`src/rtl/shader_sequencer_if.sv`:
```
// shader_sequencer_if: loader handshake plus the shift/write port of the rotating instruction memory
interface shader_sequencer_if;
  logic       load_valid;
  logic [7:0] load_data;
  logic       load_ready;
  logic       load_done;
  logic       shift;
  logic       wr_en;
  logic [7:0] wr_data;
  modport master (output load_valid, load_data, input load_ready, load_done, shift, wr_en, wr_data);
  modport slave  (input load_valid, load_data, output load_ready, load_done, shift, wr_en, wr_data);
endinterface

```
`src/rtl/shader_sequencer.sv`:
```
// shader_sequencer: shares the rotating instruction memory shift port between
// per-pixel execution and the program loader; every operation ends with instruction 0 at the head
module shader_sequencer #(
  parameter int NUM_INSTR = 8,
  parameter int CNT_W     = $clog2(NUM_INSTR)
) (
  input  logic             clk_i,
  input  logic             rst_ni,
  input  logic             start_i,
  input  logic             stall_i,
  output logic             exec_valid_o,
  output logic [CNT_W-1:0] instr_idx_o,
  output logic             busy_o,
  output logic             done_o,
  output logic             start_miss_o,
  shader_sequencer_if.slave bus
);
  typedef enum logic [1:0] {IDLE, EXEC, LOAD} state_e;
  localparam logic [CNT_W-1:0] LAST = CNT_W'(NUM_INSTR - 1);
  state_e           state_q, state_d;
  logic [CNT_W-1:0] idx_q, idx_d, wcnt_q, wcnt_d;
  logic             done_q, done_d, load_done_q, load_done_d, miss_q, miss_d;
  always_ff @(posedge clk_i or negedge rst_ni) begin
    if (!rst_ni) begin
      state_q     <= IDLE;
      idx_q       <= '0;
      wcnt_q      <= '0;
      done_q      <= 1'b0;
      load_done_q <= 1'b0;
      miss_q      <= 1'b0;
    end else begin
      state_q     <= state_d;
      idx_q       <= idx_d;
      wcnt_q      <= wcnt_d;
      done_q      <= done_d;
      load_done_q <= load_done_d;
      miss_q      <= miss_d;
    end
  end
  // Combinational outputs are held low while reset is asserted so the memory port stays quiet.
  always_comb begin
    state_d        = state_q;
    idx_d          = idx_q;
    wcnt_d         = wcnt_q;
    done_d         = 1'b0;
    load_done_d    = 1'b0;
    miss_d         = 1'b0;
    exec_valid_o   = 1'b0;
    instr_idx_o    = '0;
    bus.load_ready = 1'b0;
    bus.shift      = 1'b0;
    bus.wr_en      = 1'b0;
    bus.wr_data    = '0;
    if (rst_ni) begin
      case (state_q)
        IDLE: begin
          bus.load_ready = !start_i;
          if (start_i) begin
            state_d = EXEC;
            idx_d   = '0;
          end else if (bus.load_valid) begin
            bus.shift   = 1'b1;
            bus.wr_en   = 1'b1;
            bus.wr_data = bus.load_data;
            wcnt_d      = CNT_W'(1);
            state_d     = LOAD;
          end
        end
        EXEC: begin
          exec_valid_o = 1'b1;
          instr_idx_o  = idx_q;
          bus.shift    = !stall_i;
          miss_d       = start_i;
          if (!stall_i) begin
            idx_d   = (idx_q == LAST) ? '0 : idx_q + CNT_W'(1);
            state_d = (idx_q == LAST) ? IDLE : EXEC;
            done_d  = (idx_q == LAST);
          end
        end
        LOAD: begin
          bus.load_ready = 1'b1;
          miss_d         = start_i;
          if (bus.load_valid) begin
            bus.shift   = 1'b1;
            bus.wr_en   = 1'b1;
            bus.wr_data = bus.load_data;
            wcnt_d      = (wcnt_q == LAST) ? '0 : wcnt_q + CNT_W'(1);
            state_d     = (wcnt_q == LAST) ? IDLE : LOAD;
            load_done_d = (wcnt_q == LAST);
          end
        end
        default: state_d = IDLE;
      endcase
    end
  end
  assign busy_o        = (state_q != IDLE);
  assign done_o        = done_q;
  assign start_miss_o  = miss_q;
  assign bus.load_done = load_done_q;
endmodule
```
`src/flat_wrapper.sv`:
```
// flat-port wrapper written by rule: the top's interface ports become plain ports
module shader_sequencer_flat 
#(
  parameter int NUM_INSTR = 8,
  parameter int CNT_W     = $clog2(NUM_INSTR)
)
  (clk_i, rst_ni, start_i, stall_i, exec_valid_o, instr_idx_o, busy_o, done_o, start_miss_o, bus_load_valid, bus_load_data, bus_load_ready, bus_load_done, bus_shift, bus_wr_en, bus_wr_data);
  shader_sequencer_if bus_i ();
  input  logic clk_i;
  input  logic rst_ni;
  input  logic start_i;
  input  logic stall_i;
  output logic exec_valid_o;
  output logic [CNT_W-1:0] instr_idx_o;
  output logic busy_o;
  output logic done_o;
  output logic start_miss_o;
  input wire logic [$bits(bus_i.load_valid)-1:0] bus_load_valid;
  input wire logic [$bits(bus_i.load_data)-1:0] bus_load_data;
  output wire logic [$bits(bus_i.load_ready)-1:0] bus_load_ready;
  output wire logic [$bits(bus_i.load_done)-1:0] bus_load_done;
  output wire logic [$bits(bus_i.shift)-1:0] bus_shift;
  output wire logic [$bits(bus_i.wr_en)-1:0] bus_wr_en;
  output wire logic [$bits(bus_i.wr_data)-1:0] bus_wr_data;
  assign bus_i.load_valid = bus_load_valid;
  assign bus_i.load_data = bus_load_data;
  assign bus_load_ready = bus_i.load_ready;
  assign bus_load_done = bus_i.load_done;
  assign bus_shift = bus_i.shift;
  assign bus_wr_en = bus_i.wr_en;
  assign bus_wr_data = bus_i.wr_data;
  shader_sequencer #(.NUM_INSTR(NUM_INSTR), .CNT_W(CNT_W)) u_core (.clk_i(clk_i), .rst_ni(rst_ni), .start_i(start_i), .stall_i(stall_i), .exec_valid_o(exec_valid_o), .instr_idx_o(instr_idx_o), .busy_o(busy_o), .done_o(done_o), .start_miss_o(start_miss_o), .bus(bus_i));
endmodule
```
`config.mk`:
```
export PLATFORM = sky130hd
export DESIGN_NAME = shader_sequencer_flat
export DESIGN_NICKNAME = d
export VERILOG_FILES = /design/src/rtl/shader_sequencer_if.sv /design/src/rtl/shader_sequencer.sv /design/src/flat_wrapper.sv
export SDC_FILE = /design/constraint.sdc
export NUM_CORES = 1
export LEC_CHECK = 0
export CORE_UTILIZATION = 45
export CTS_CLUSTER_SIZE = 12
export DETAILED_ROUTE_END_ITERATION = 10
export PLACE_DENSITY = 0.83
export SKIP_CTS_REPAIR_TIMING = 1
export SYNTH_ARGS = -nofsm -noshare
export SYNTH_HDL_FRONTEND = slang
export SYNTH_SLANG_ARGS = --single-unit
```
`constraint.sdc`:
```
create_clock -name clk_i -period 3.7 [get_ports clk_i]
set_input_delay 0.37 -clock clk_i [delete_from_list [all_inputs] [get_ports clk_i]]
set_output_delay 0.37 -clock clk_i [all_outputs]
set_load 0.03 [all_outputs]
```
==> reports/summary.txt <==
Synth Flop Type = dfrtp_1
number of max-cap violations = 0
total power = 0.000677 W
Worst IR Drop VDD = 413 uV
Routed WL = 1590 um
pwr/cell area = 588 mW/mm^2
FF+latch area = 275 sq um
gr usage total = 0.186
CP required = 3.33 ns
area delta synth->final = 44.9%
Post-synth EDFFs = 0
Remaining DRCs = 5
placeable core area = 0.00158 sq mm
Crit-path slowest cell = clkdlybuf4s50_1
Netlist cell types = 25
synthesized area = 795 sq um
worst r2r path cells = 6
CP Cell Sequence = clkdlybuf4s50_1, nand2_1, nor2_4, and2_1, clkdlybuf4s50_1
Clock Tree Buf Depth = 2
Leak = 0.542 nW
number of core rows = 14
status = complete, but fails checks
most frequent CP cell = clkdlybuf4s50_1
Max FO, Critical Path = 12
largest family of logic cells by synthesized area = simple AND/OR/NAND/NOR gates
Ports = 32
Max Fclk = 365 MHz
Antenna diodes = 0
area of the die = 0.00194 sq mm
Final Hold Fails = 0
die height = 44.0 um
Die Wd = 44.0 um
Max-slew headroom = 0.673
Syn Nets = 104
Worst Hold Margin = 0.430 ns
H-tree Lvls = 1
Crit. End Element = primary output
vias in the first global route = 651
Reg2Reg Setup Slack = 2.01 ns
top sig layer = met4
placed cells = 129
wire length per cell = 11.9 um
worst reg2reg path endpoint = u_core.idx_q[0]
compound-gate portion of the synthesized area = 0.0677
Final #Nets = 140
FF-to-FF Start = u_core.state_q[1]
min Tclk post-route = 2.74 ns
RSZ-0062 raised after global routing = no
grt ovf = 0
met1 wire length = 676 um
synth cell count leaders = 11 x dfrtp_1, 9 x and2_1, 9 x ha_1
HP Class = input port to asynchronous set/reset pin
CP arrival = 2.37 ns
Multi-input gate area = 482 sq um
post-synthesis simple-gate area fraction = 0.277
WS Path Type = input port to primary output
Post-Route Setup TNS = 0 ns
total iterations of the first detailed-routing run = 7
Setup crit start kind = input port
WL met2 = 742 um
fin cells = 133
Final Setup Violations = 0
Synth Area in Adders = 0.142
sequential fraction of the synthesis area = 0.346
antenna violations before repair = 0
DRT iter0 DRCs = 11
Worst-path clk slew = 0.07 ns
post-synth top area cell = dfrtp_1
Yosys reg bits = 11
Filler cells = 121
Num CTS Buffers = 3
via count = 668
post-synthesis mux area share = 0.120
most common cell in the synthesized netlist = dfrtp_1
IO Port Bufs = 31
post-synth top area share = 0.346
CP max stage delay = 0.77 ns
RePlAce Congestion = 0.777
clk root buf = clkbuf_4
Post-DRT Antenna Nets = 0
first-pass GRT wire length = 2660 um
largest net degree at the start of global routing = 13
Synth Area in XOR/XNOR = 0
met3 WL = 151 um
Clk Latency, worst-skew pair = 0.27 ns
Cells after Synth = 82
fraction of layout cells with a size suffix above 1 = 0.162
ys async rst share = 1.00
failing checks = design-rule violations
Mean Syn Cell Area = 9.69 sq um
TritonCTS clock tree = done
Final Max Tran Viols = 0
number of vias per cell = 5.02
Synth warnings = 0
Clock Skew = 0.000892 ns
Sink Count = 11
Worst Tran Pin Value = 0.489 ns
HPWL Detailed = 1310 um
synth top area cells = dfrtp_1 35%, ha_1 14%, and2_1 7.1%
initial core utilization = 0.504
Tcrit/Tclk final = 0.741
kinds of logic after synthesis:
| logic type | Yosys count |
|---|---|
| adders and majority gates | 9 |
| and+or+nand+nor | 38 |
| DFF | 11 |
| buffers and inverters | 9 |
| muxes | 8 |
| AOI/OAI and AO/OA | 7 |
metrics by stage:
step / worst slack [ns] / util / instance area, sq um
after floorplan: 1.79 / - / 795
after global placement: 0.981 / 0.713 / 1120
after detailed placement: 0.906 / 0.713 / 1120
after CTS: 0.908 / 0.730 / 1150
after global routing: 0.760 / 0.730 / 1150
final: 0.959 / 0.730 / 1150
worst max path at each step:
stage / end / slack [ns] / start / depth (start not counted)
after floorplan: bus_wr_data[0] / 1.79 / u_core.state_q[0] / 6
after global placement: bus_wr_data[2] / 0.98 / rst_ni / 5
after detailed placement: bus_wr_data[1] / 0.91 / rst_ni / 5
after CTS: bus_wr_data[1] / 0.91 / rst_ni / 5
after global routing: bus_wr_data[1] / 0.76 / rst_ni / 5
final: bus_wr_data[1] / 0.96 / rst_ni / 5
where the power goes:
| group | internal (W) | switching (W) | total (W) |
|---|---|---|---|
| sequential | 0.000156 | 0.0000256 | 0.000181 |
| combinational | 0.000192 | 0.000222 | 0.000413 |
| clock | 0.0000417 | 0.0000408 | 0.0000825 |
| total | 0.000389 | 0.000288 | 0.000677 |
flip-flops by register name, indices dropped and copies added, names as in the netlist:
register and count:
u_core.state_q 2, u_core.start_miss_o 1, u_core.bus.load_done 1, u_core.wcnt_q 3, u_core.done_o 1, u_core.idx_q 3
routing by layer:
metal  track usage  vias to the layer above
li1              -                      341
met1         0.228                      297
met2         0.309                       26
met3        0.0531                        4
met4        0.0727                        0
met5             0                        -
cell usage in the layout, fill, tap and decap left out, types with 2 or more instances in the layout:
cell type,count
clkbuf_4,3
nor2_2,2
mux2_2,4
mux2_4,2
nor2_1,7
and2_1,9
mux2i_1,2
a21oi_1,3
nand2b_1,2
dfrtp_1,11
inv_1,8
and3_1,3
ha_1,9
clkdlybuf4s50_1,31
nand2_1,8
final cells by class:
cell class,count,area share
Timing Repair Buffer,32,0.276
Sequential cell,11,0.239
Clock buffer,4,0.0228
Multi-Input combinational cell,62,0.418
Tap cell,16,0.0174
Inverter,8,0.0261
worst max-delay path: cells and delay by family:
| family | cells | cell delay (ns) |
|---|---|---|
| buf+inv | 2 | 1.44 |
| simple gates | 3 | 0.56 |
Note: power is estimated with default switching activity, not from simulation.
